`config.mk`:
```
export PLATFORM = sky130hd
export DESIGN_NAME = uwoc_rx_deframer
export DESIGN_NICKNAME = d
export VERILOG_FILES = /design/src/rtl/uwoc_rx_deframer.sv
export SDC_FILE = /design/constraint.sdc
export NUM_CORES = 1
export LEC_CHECK = 0
export ABC_AREA = 1
export CAP_MARGIN = 20
export CORE_UTILIZATION = 59
export DETAILED_ROUTE_END_ITERATION = 8
export GPL_TIMING_DRIVEN = 1
export MAX_ROUTING_LAYER = met4
export PLACE_DENSITY = 0.82
export SLEW_MARGIN = 20
export SYNTH_ARGS = -nofsm -noshare
export SYNTH_HDL_FRONTEND = slang
export SYNTH_SLANG_ARGS = --single-unit
```
`constraint.sdc`:
```
create_clock -name clk_130M -period 6 [get_ports clk_130M]
set_input_delay 0.9 -clock clk_130M [delete_from_list [all_inputs] [get_ports clk_130M]]
set_output_delay 0.9 -clock clk_130M [all_outputs]
set_load 0.01 [all_outputs]
```
`src/rtl/uwoc_rx_deframer.sv`:
```
// UWOC receive deframer: recovers bits from the raw comparator line, hunts for the
// frame sync word, then checks the payload against a local PRBS7 for BER counting.
module uwoc_rx_deframer #(
  parameter logic [31:0] SYNC_WORD    = 32'hD391_A6E5,
  parameter int unsigned SYNC_TOL     = 2,
  parameter int unsigned PAYLOAD_BITS = 600_000
) (
  input  logic        clk_130M,
  input  logic        rst_n,
  input  logic        enable,
  input  logic [2:0]  rate_sel,
  input  logic        rx_in,
  output logic        rx_bit,
  output logic        rx_bit_vld,
  output logic        lock,
  output logic        busy,
  output logic        done,
  output logic [31:0] bit_cnt,
  output logic [31:0] err_cnt,
  output logic        dbg_sample_tick
);

  localparam logic [1:0] S_IDLE = 2'd0;
  localparam logic [1:0] S_HUNT = 2'd1;
  localparam logic [1:0] S_PAY  = 2'd2;
  localparam logic [1:0] S_DONE = 2'd3;

  localparam logic [31:0] LP_PAY  = 32'(PAYLOAD_BITS);
  localparam logic [5:0]  LP_TOL  = 6'(SYNC_TOL);
  localparam logic [6:0]  LP_SEED = 7'h7F;

  logic [1:0]  r_state;
  logic [1:0]  w_nxt;
  logic        r_sync1, r_sync2, r_prev;
  logic [10:0] r_period;
  logic [10:0] r_phase;
  logic [10:0] w_period_sel;
  logic [31:0] r_shreg;
  logic [5:0]  r_fill;
  logic [6:0]  r_lfsr;
  logic [31:0] r_bit_cnt;
  logic [31:0] r_err_cnt;
  logic        r_rx_bit;
  logic        r_rx_bit_vld;

  logic        w_edge;
  logic        w_tick;
  logic        w_exp;
  logic [31:0] w_diff;
  logic [5:0]  w_dist;
  logic        w_match;
  logic        w_enter_hunt;

  always_comb begin
    case (rate_sel)
      3'd0:    w_period_sel = 11'd1300;
      3'd1:    w_period_sel = 11'd130;
      3'd2:    w_period_sel = 11'd26;
      3'd3:    w_period_sel = 11'd13;
      default: w_period_sel = 11'd10;
    endcase
  end

  assign w_edge = r_sync2 ^ r_prev;
  assign w_tick = (r_state != S_IDLE) && (r_phase == (r_period >> 1));
  assign w_exp  = r_lfsr[6] ^ r_lfsr[5];
  assign w_diff = r_shreg ^ SYNC_WORD;

  always_comb begin
    w_dist = 6'd0;
    for (int i = 0; i < 32; i++) w_dist = w_dist + 6'(w_diff[i]);
  end

  // Only compare once a full word has been shifted in since entering HUNT.
  assign w_match = (r_fill == 6'd32) && (w_dist <= LP_TOL);

  always_comb begin
    w_nxt = r_state;
    if (!enable) begin
      w_nxt = S_IDLE;
    end else begin
      case (r_state)
        S_IDLE:  w_nxt = S_HUNT;
        S_HUNT:  if (w_match) w_nxt = S_PAY;
        S_PAY:   if (r_bit_cnt == LP_PAY) w_nxt = S_DONE;
        default: w_nxt = S_HUNT;
      endcase
    end
  end

  assign w_enter_hunt = (w_nxt == S_HUNT) && (r_state != S_HUNT);

  always_ff @(posedge clk_130M or negedge rst_n) begin
    if (!rst_n) begin
      r_state <= S_IDLE;
      r_sync1 <= 1'b0;
      r_sync2 <= 1'b0;
      r_prev  <= 1'b0;
    end else begin
      r_state <= w_nxt;
      r_sync1 <= rx_in;
      r_sync2 <= r_sync1;
      r_prev  <= r_sync2;
    end
  end

  // Phase counter: free-running bit clock, re-centred on every line transition.
  always_ff @(posedge clk_130M or negedge rst_n) begin
    if (!rst_n) begin
      r_period <= 11'd1300;
      r_phase  <= 11'd0;
    end else begin
      if (r_state == S_IDLE && w_nxt == S_HUNT) r_period <= w_period_sel;
      if (r_state != S_IDLE) begin
        if (w_edge)                            r_phase <= 11'd0;
        else if (r_phase >= r_period - 11'd1)  r_phase <= 11'd0;
        else                                   r_phase <= r_phase + 11'd1;
      end
    end
  end

  always_ff @(posedge clk_130M or negedge rst_n) begin
    if (!rst_n) begin
      r_rx_bit     <= 1'b0;
      r_rx_bit_vld <= 1'b0;
    end else begin
      r_rx_bit_vld <= w_tick;
      if (w_tick) r_rx_bit <= r_sync2;
    end
  end

  always_ff @(posedge clk_130M or negedge rst_n) begin
    if (!rst_n) begin
      r_shreg <= 32'd0;
      r_fill  <= 6'd0;
    end else if (w_enter_hunt) begin
      r_shreg <= 32'd0;
      r_fill  <= 6'd0;
    end else if (r_state == S_HUNT && w_tick) begin
      r_shreg <= {r_shreg[30:0], r_sync2};
      if (r_fill != 6'd32) r_fill <= r_fill + 6'd1;
    end
  end

  // Counters are checked against the registered bit, one cycle behind rx_bit_vld.
  always_ff @(posedge clk_130M or negedge rst_n) begin
    if (!rst_n) begin
      r_lfsr    <= LP_SEED;
      r_bit_cnt <= 32'd0;
      r_err_cnt <= 32'd0;
    end else if (r_state == S_HUNT && w_nxt == S_PAY) begin
      r_lfsr    <= LP_SEED;
      r_bit_cnt <= 32'd0;
      r_err_cnt <= 32'd0;
    end else if (r_state == S_PAY && enable && r_rx_bit_vld) begin
      r_lfsr    <= {r_lfsr[5:0], w_exp};
      r_bit_cnt <= r_bit_cnt + 32'd1;
      if (r_rx_bit != w_exp && r_err_cnt != 32'hFFFF_FFFF)
        r_err_cnt <= r_err_cnt + 32'd1;
    end
  end

  assign rx_bit          = r_rx_bit;
  assign rx_bit_vld      = r_rx_bit_vld;
  assign lock            = (r_state == S_PAY);
  assign busy            = (r_state == S_HUNT) || (r_state == S_PAY);
  assign done            = (r_state == S_DONE);
  assign bit_cnt         = r_bit_cnt;
  assign err_cnt         = r_err_cnt;
  assign dbg_sample_tick = w_tick;

endmodule
```
After elaboration in Yosys (flattened, before gate mapping)
Index checks and enable logic that the tools add are counted.
Widths: inputs -> output; s select.
- register bits: 138
- input bits: 7
- $add $sub $neg: 36
- order comparisons: 2
- equality and inequality tests: 15
- mux-type cells: 19
- bitwise gates (word level): 3
- reduce and logical (&&, ||, !) cells: 19
- operators with widths (cell ; count):
    $mux 32 ; 7
    $add 6x1->6 ; 26
    $add 32x1->32 const B ; 2
    $pmux 11 s4 ; 1
    $eq 32x20->1 const B ; 1
    $ne 32x32->1 const B ; 1
    $mux 11 ; 2
    $mux 6 ; 3
    $not 17->17 ; 1
    $mux 7 ; 2
    $add 11x1->11 const B ; 1
    $eq 11x10->1 ; 1
    $ge 11x11->1 ; 1
    $sub 11x1->11 const B ; 1
    $reduce_bool 2->1 ; 5
    $logic_and 1x1->1 ; 9
    $add 5x1->6 ; 1
    $add 6x1->6 const B ; 1
    $eq 2x2->1 const B ; 3
    $eq 3x2->1 const B ; 2
    $eq 6x6->1 const B ; 1
    $le 6x2->1 const B ; 1
    $mux 2 ; 3
    $ne 6x6->1 const B ; 1
    14 further kinds ; 17

Depth between registers and ports, before layout
Gate-level depths: netlist of the first run.
- depth in word-level cells: 41
- gate-level depth with buffers: 29
- mapped depth without buffers: 27

Worst setup path before layout of the first run
Ideal clock, no wire load.
- path kind: register -> register
- from: register r_shreg[1]
- to: register r_err_cnt[15] (netlist: err_cnt[15])
- setup time: 0.118 ns
- arrival time: 5.198 ns
- data required time: 5.882 ns
- setup slack: 0.684 ns
- stages on the path, launching flop included: 29
- period minus slack after synthesis: 5.316 ns
- cells stage by stage: dfrtp_1 -> fa_1 -> inv_1 -> fa_1 -> fa_1 -> inv_1 -> fa_1 -> fa_1 -> inv_1 -> fa_1 -> inv_1 -> ha_1 -> inv_1 -> fa_1 -> inv_1 -> nand2_1 -> nand2_1 -> nor2_1 -> nand3_1 -> nand2_1 -> nand2_1 -> nand2_1 -> nand2_2 -> nor2_2 -> nand2_4 -> buf_8 -> buf_6 -> nand3_1 -> nand2_1
- cells in the longest elaborated chain, start to end: 40
- RTL lines (element ; line ; text):
    start: declaration ; 38 ; logic [31:0] r_shreg;
    start signal: assignment ; 140 ; r_shreg <= {r_shreg[30:0], r_sync2};
    $add 1x1->2 (*) ; 71 ; for (int i = 0; i < 32; i++) w_dist = w_dist + 6'(w_diff[i]);
    $add 2x1->3 (*) ; 71 ;
    $add 3x1->4 (*) ; 71 ;
    $add 4x1->5 (*) ; 71 ;
    $add 5x1->6 (*) ; 71 ;
    $add 6x1->6 (*) (26 in a row) ; 71 ;
    $le 6x2->1 (*) ; 75 ; assign w_match = (r_fill == 6'd32) && (w_dist <= LP_TOL);
    $logic_and 1x1->1 (*) ; 75 ;
    $mux 2 (*) ; 84 ; S_HUNT: if (w_match) w_nxt = S_PAY;
    $pmux 2 s2 (*) ; 82 ; case (r_state)
    $mux 2 (*) ; 79 ; if (!enable) begin
    named net w_nxt[0] ; 33 ; logic [1:0] w_nxt;
    $eq 2x2->1 (*) ; 151 ; end else if (r_state == S_HUNT && w_nxt == S_PAY) begin
    $logic_and 1x1->1 (*) ; 151 ;
    $reduce_bool 2->1 (no source line) ; - ;
    $reduce_and 2->1 (no source line) ; - ;
    end signal: assignment ; 159 ; r_err_cnt <= r_err_cnt + 32'd1;
    end: declaration ; 42 ; logic [31:0] r_err_cnt;
The timed path passes the listed nets; every way through them passes the cells marked *.
A chain may end at the register's enable or synchronous reset.

Worst setup path after layout of the first run
- from: register r_shreg[1]
- to: register r_err_cnt[25] (netlist: err_cnt[25])
The elaborated chain is that of the path after synthesis.

==> out/qor.txt, run 1 <==
ANT cells = 0
Power, Total = 2.20 mW
Seq cells post-synth = 134
Net Count, Synth = 1,219
distinct cell type count after synthesis = 39
Chip Width = 124 µm
Worst-Margin Slew = 0.873 ns
dominant cell type by area after synthesis = dfrtp_1
TritonCTS Buffers = 17
synth cell count leaders = 318 x nand2_1, 171 x inv_1, 136 x nand3_1
final wirelength = 20,200 µm
Post-synth EDFFs = 0
gpl congestion = 0.919
LEAKAGE = 5.29 nW
Final Skew = 0.00741 ns
total track usage = 28.6%
mapped cell area = 8760 µm²
Max Clock Freq = 176 MHz
Worst-path clk slew = 0.06 ns
Worst Setup Start Kind = flop
most common cell in the netlist = nand2_1
outcome = complete, no violations
grt ovf = 0
RSZ-0062 raised after global routing = yes
Die Y = 124 µm
Synth top area share = 35.4%
max_cap viols = 0
Synth Instances = 1,158
Int Power = 1.64 mW
Die Footprint = 15,300 µm²
largest net degree at the start of global routing = 71
vias in the first global route = 6,988
Top Ports = 77
Psw = 560 µW
syn avg cell area = 7.57 µm²
CTS Buffer Depth = 2
drt drc = 0
DR vias = 7,619
Slew Limit Fails = 0
global-route wire length before repair = 33,100 µm
layout cell share with drive strength beyond 1 = 6.19%
Initial Utilization = 60.3%
worst path required time = 6.31 ns
Synth Flop Type = dfrtp_1
synth top area cells = dfrtp_1 35%, nand2_1 14%, nand3_1 7.8%
cts hold-fix bufs = 0
final setup fails = 0
H-tree Lvls = 4
initial antenna violation count = 0
drt wl/cell = 14.2 µm
crit path time final = 5.69 ns
switching share of power = 25.5%
PD cells = 214 nW/µm²
CP Class = flop to flop
Final Hold Fails = 0
CTS sink count = 134
crit path max fanout = 34
root buf cell = clkbuf_16
Slew HR = 41.8%
core box area = 14,500 µm²
clk_lat worst skew = 0.43 ns
final net count = 1,291
Comb pwr share = 10.4%
Worst Hold Class = flop to flop
fin crit share = 94.8%
First DRT Iteration DRCs = 493
CTS tree = done
row cnt = 44
first-pass iteration count of the detailed router = 5
Seq pwr share = 43.3%
Buffers on Ports = 76
Ys Warns = 0
post-DP HPWL = 14,200 µm
register area share after synthesis = 38.4%
vias per std cell = 5.34
Clk pwr share = 46.3%
Async S/R FF share, synth = 100%
Hold Slack = 0.357 ns
CP arrival = 5.99 ns
Worst setup EP type = flop
Area Growth Syn to Fin = 17.2%
Max VDD drop = 0.000237 V
antenna viol nets, final = 0
[logic make-up after synthesis]
group,share of synthesized area (%)
AND/OR/NAND/NOR,32.7
multiplexers,0.700
adder cells (fa/ha/maj),9.77
flip-flops,38.4
buffers and inverters,9.58
XOR/XNOR,6.50
AO/OA/AOI/OAI,2.31
[what timing repair did]
item | 4_1_cts | 5_1_grt
setup buffers | 0 | 2
setup endpoints to repair | 0 | 64
resized for setup | 0 | 7
endpoints found under the hold margin | 0 | 0
[cell usage in the layout (no fill, tap or decap), types with 19 or more instances in the layout]
master / netlist / layout
fa_1: 24 / 24
nor2_1: 115 / 115
o21ai_0: 22 / 22
inv_1: 171 / 171
ha_1: 30 / 30
clkdlybuf4s50_1: 0 / 75
nand2_1: 318 / 318
nand3_1: 136 / 136
nor3_1: 34 / 34
xor2_1: 46 / 46
xnor2_1: 19 / 19
dfrtp_1: 124 / 124
[area by class of cell]
| type | count | area [µm²] |
|---|---|---|
| clock buffer | 25 | 505 |
| clock inverter | 7 | 68.8 |
| fill | 1178 | 4270 |
| inverter | 177 | 667 |
| multi-input combinational | 817 | 4560 |
| sequential | 134 | 3370 |
| tap | 184 | 230 |
| timing repair buffer | 83 | 865 |
[flip-flops by register name, summed over array words and instances (netlist names)]
register / flops
r_period: 7
r_phase: 11
r_prev: 1
rx_bit_vld: 1
bit_cnt: 32
r_lfsr: 7
r_shreg: 32
r_sync1: 1
err_cnt: 32
r_fill: 6
r_sync2: 1
rx_bit: 1
r_state: 2
[worst paths after layout]
path                       slack [ns]  startpoint  cells after the start     endpoint
max                              0.31  r_shreg[1]                     27  err_cnt[25]
min reg2reg                      0.36     r_sync1                      0      r_sync2
min in group asynchronous        0.44       rst_n                      1  bit_cnt[13]
max reg2reg                      0.31  r_shreg[1]                     27  err_cnt[25]
min                              0.36     r_sync1                      0      r_sync2
max in group asynchronous        4.27       rst_n                      2  r_shreg[15]
[through the flow]
stage | instances | area [µm²] | util, % | worst slack (ns) | setup TNS (ns)
2_1_floorplan | 1158 | 8760 | - | 0.684 | 0
3_3_place_gp | 1392 | 9630 | 66.2 | 0.277 | 0
3_5_place_dp | 1392 | 9630 | 66.2 | 0.106 | 0
4_1_cts | 1424 | 10200 | 70.2 | 0.0769 | 0
5_1_grt | 1427 | 10300 | 70.6 | -0.0254 | -0.112
6_report | 1427 | 10300 | 70.6 | 0.314 | 0
[critical path: stages, from the launching register on]
cell       delay, ns
dfrtp_1         0.41
fa_1            0.54
inv_1           0.05
fa_1            0.48
fa_1            0.52
inv_1           0.06
fa_1            0.47
fa_1            0.51
inv_1           0.05
fa_1            0.43
inv_1           0.08
ha_1            0.16
inv_1           0.06
fa_1            0.47
inv_1           0.04
nand2_1         0.04
nand2_1         0.05
nor2_1          0.08
nand3_1         0.10
nand2_1         0.08
nand2_1         0.05
nand2_1         0.07
nand2_2         0.08
nor2_2          0.13
nand2_4         0.14
clkbuf_16       0.23
nand3_1         0.09
nand2_1         0.07
[power by group through the flow]
stage / registers [mW] / clock network, mW / logic (mW)
global placement: 0.966 / 0 / 0.222
floorplan: 0.961 / 0 / 0.156
global route: 0.955 / 1.06 / 0.265
finish: 0.952 / 1.02 / 0.228
CTS: 0.952 / 1.02 / 0.231
detailed placement: 0.967 / 0 / 0.230
[metal layers]
| layer | wire [µm] | vias up | GRT usage (%) | part of all wire (%) |
|---|---|---|---|---|
| li1 | - | 3764 | - | - |
| met1 | 9220 | 3613 | 38.7 | 46 |
| met2 | 9730 | 211 | 44.2 | 48 |
| met3 | 973 | 31 | 5.13 | 4.8 |
| met4 | 304 | 0 | 8.36 | 1.5 |
| met5 | 0 | - | - | 0 |
(Power assumes the default switching activity.)
==> run 2: changes to the inputs <==
--- a/config.mk
+++ b/config.mk
@@ -7,12 +7,12 @@
 export LEC_CHECK = 0
 export ABC_AREA = 1
 export CAP_MARGIN = 20
+export CORE_ASPECT_RATIO = 0.7
 export CORE_UTILIZATION = 59
 export DETAILED_ROUTE_END_ITERATION = 8
 export GPL_TIMING_DRIVEN = 1
 export MAX_ROUTING_LAYER = met4
 export PLACE_DENSITY = 0.82
-export SLEW_MARGIN = 20
 export SYNTH_ARGS = -nofsm -noshare
 export SYNTH_HDL_FRONTEND = slang
 export SYNTH_SLANG_ARGS = --single-unit
==> run 2 against run 1 <==
Die area about the same. Cell area rose by 1.1%. Utilization up 2.5 points. Fmax down 2.3%.
==> out/qor.txt, run 2 (same netlist as run 1, synthesis figures left out) <==
Initial Utilization = 61.7% (+1.5 points)
drt wl/cell = 15.0 µm (+6.0%)
vias per std cell = 5.39 (+0.94%)
CTS Buffer Depth = 2 (unchanged)
Max Clock Freq = 172 MHz (-2.3%)
TritonCTS Buffers = 17 (unchanged)
Worst Hold Launch = r_sync1
drt drc = 0 (unchanged)
commonest non-fill, non-tap cell in the layout = nand2_1
Final Hold Fails = 0 (unchanged)
CTS sink count = 134 (unchanged)
gpl congestion = 0.941 (+2.4%)
fin crit share = 97.0% (+2.3 points)
Hold Slack = 0.364 ns (+0.00748 ns)
CP arrival = 6.13 ns (+0.14 ns)
Post-DP Area = 9660 µm² (+0.36%)
ANT cells = 0 (unchanged)
Slew HR = 42.0% (+0.17 points)
flop2flop setup slack = 0.18 ns (-0.14 ns)
crit path time final = 5.82 ns (+0.135 ns)
clk_lat worst skew = 0.43 ns (about the same)
initial antenna violation count = 0 (unchanged)
Die Footprint = 15,300 µm² (about the same)
Worst-Margin Slew = 0.871 ns (-0.00258 ns)
vias in the first global route = 7,420 (+6.2%)
Die Y = 104 µm (-16%)
DR vias = 7,739 (+1.6%)
Worst Hold Class = flop to flop
R2R cell count = 28 (+3.7%)
H-tree Lvls = 4 (unchanged)
met2 GRT Util = 45.0% (+0.85 points)
grt ovf = 0 (unchanged)
Max VDD drop = 0.000192 V (-19%)
CP Class = flop to flop
worst reg2reg path endpoint = err_cnt[5]
final net count = 1,294 (+0.23%)
antenna viol nets, final = 0 (unchanged)
core box area = 14,200 µm² (-2.4%)
reg-to-reg critical path startpoint = r_shreg[5]
root buf cell = clkbuf_16
cts hold-fix bufs = 0 (unchanged)
Area Growth Syn to Fin = 18.5%
Slowest cell on crit path = fa_1
Power, Total = 2.35 mW (+7.1%)
LEAKAGE = 5.32 nW (+0.69%)
met3 Use GR = 6.05% (+0.92 points)
Worst-path clk slew = 0.06 ns (about the same)
total track usage = 30.4% (+1.8 points)
Critical Path Start = r_shreg[5]
PD cells = 227 nW/µm² (+5.9%)
final setup fails = 0 (unchanged)
post-DP HPWL = 15,000 µm (+5.9%)
Worst setup EP type = flop
global-route wire length before repair = 36,200 µm (+9.6%)
First DRT Iteration DRCs = 675 (+37%)
Final Skew = 0.0132 ns (+0.00580 ns)
Top Usage Layer GRT = met2
worst hold path stage count = 0 (unchanged)
worst path required time = 6.30 ns (about the same)
Setup TNS = 0 ns (unchanged)
first-pass iteration count of the detailed router = 5 (unchanged)
crit path max fanout = 27 (-21%)
final wirelength = 21,600 µm (+6.7%)
Top Ports = 77 (unchanged)
max_cap viols = 0 (unchanged)
Final Cell Area = 10,400 µm² (+1.1%)
commonest cells after routing, fill and taps aside = 318 x nand2_1, 171 x inv_1, 136 x nand3_1
Worst Setup Start Kind = flop
row cnt = 36 (-18%)
CTS tree = done
M1 GR Usage = 42.7% (+4.0 points)
layout cell share with drive strength beyond 1 = 6.58% (+0.39 points)
Slew Limit Fails = 0 (unchanged)
Worst Hold End = r_sync2
CP peak stage delay = 0.56 ns (+0.02 ns)
Chip Width = 148 µm (+19%)
largest net degree at the start of global routing = 69 (-2.8%)
Buffers on Ports = 76 (unchanged)
outcome = complete, no violations
## run 2: metrics by stage
step	utilization, %	cells	setup slack (ns)
detailed placement	68.1	1400	0.188
global placement	68.1	1400	0.439
floorplan	-	1158	0.684
CTS	72.7	1432	0.137
finish	73.2	1436	0.179
global route	73.2	1436	-0.0423
## run 2: power by group
part           total (mW)  leakage (nW)  switching (mW)  internal (mW)
logic               0.238          3.26           0.150         0.0887
clock network        1.16         0.311           0.422          0.742
registers           0.951          1.76          0.0247          0.926
## run 2: cell type report
class	count	area (µm²)
fillers	1087	3810
repair buffers	85	880
multi-input cells	818	4580
inverters	177	664
well taps	190	238
clock buffers	18	429
clock inverters	14	223
flip-flops and latches	134	3370
## run 2: worst max path at each step
stage	endpoint	slack, ns	cells past startpoint
5_1_grt	err_cnt[3]	-0.04	28
3_3_place_gp	err_cnt[13]	0.44	27
2_1_floorplan	err_cnt[15]	0.68	28
3_5_place_dp	err_cnt[9]	0.19	27
6_report	err_cnt[5]	0.18	28
4_1_cts	err_cnt[14]	0.14	27
## run 2: what timing repair did
item / CTS / global route
gates resized for setup: 0 / 3
setup endpoints to repair: 0 / 54
endpoints found under the hold margin: 0 / 0
setup buffers: 0 / 2
## run 2: routing by layer
metal	vias up	part of all wire [%]	wire [µm]
met4	0	1.4	312
met5	-	0	0
met3	33	6.7	1450
li1	3771	-	-
met1	3657	47	10100
met2	278	45	9760
## run 2: critical path: cells and delay by family (launching register included)
family / cells / cell delay (ns)
buf+inv: 8 / 0.65
fa+ha+maj: 8 / 3.64
simple gates: 12 / 1.05
flops: 1 / 0.37
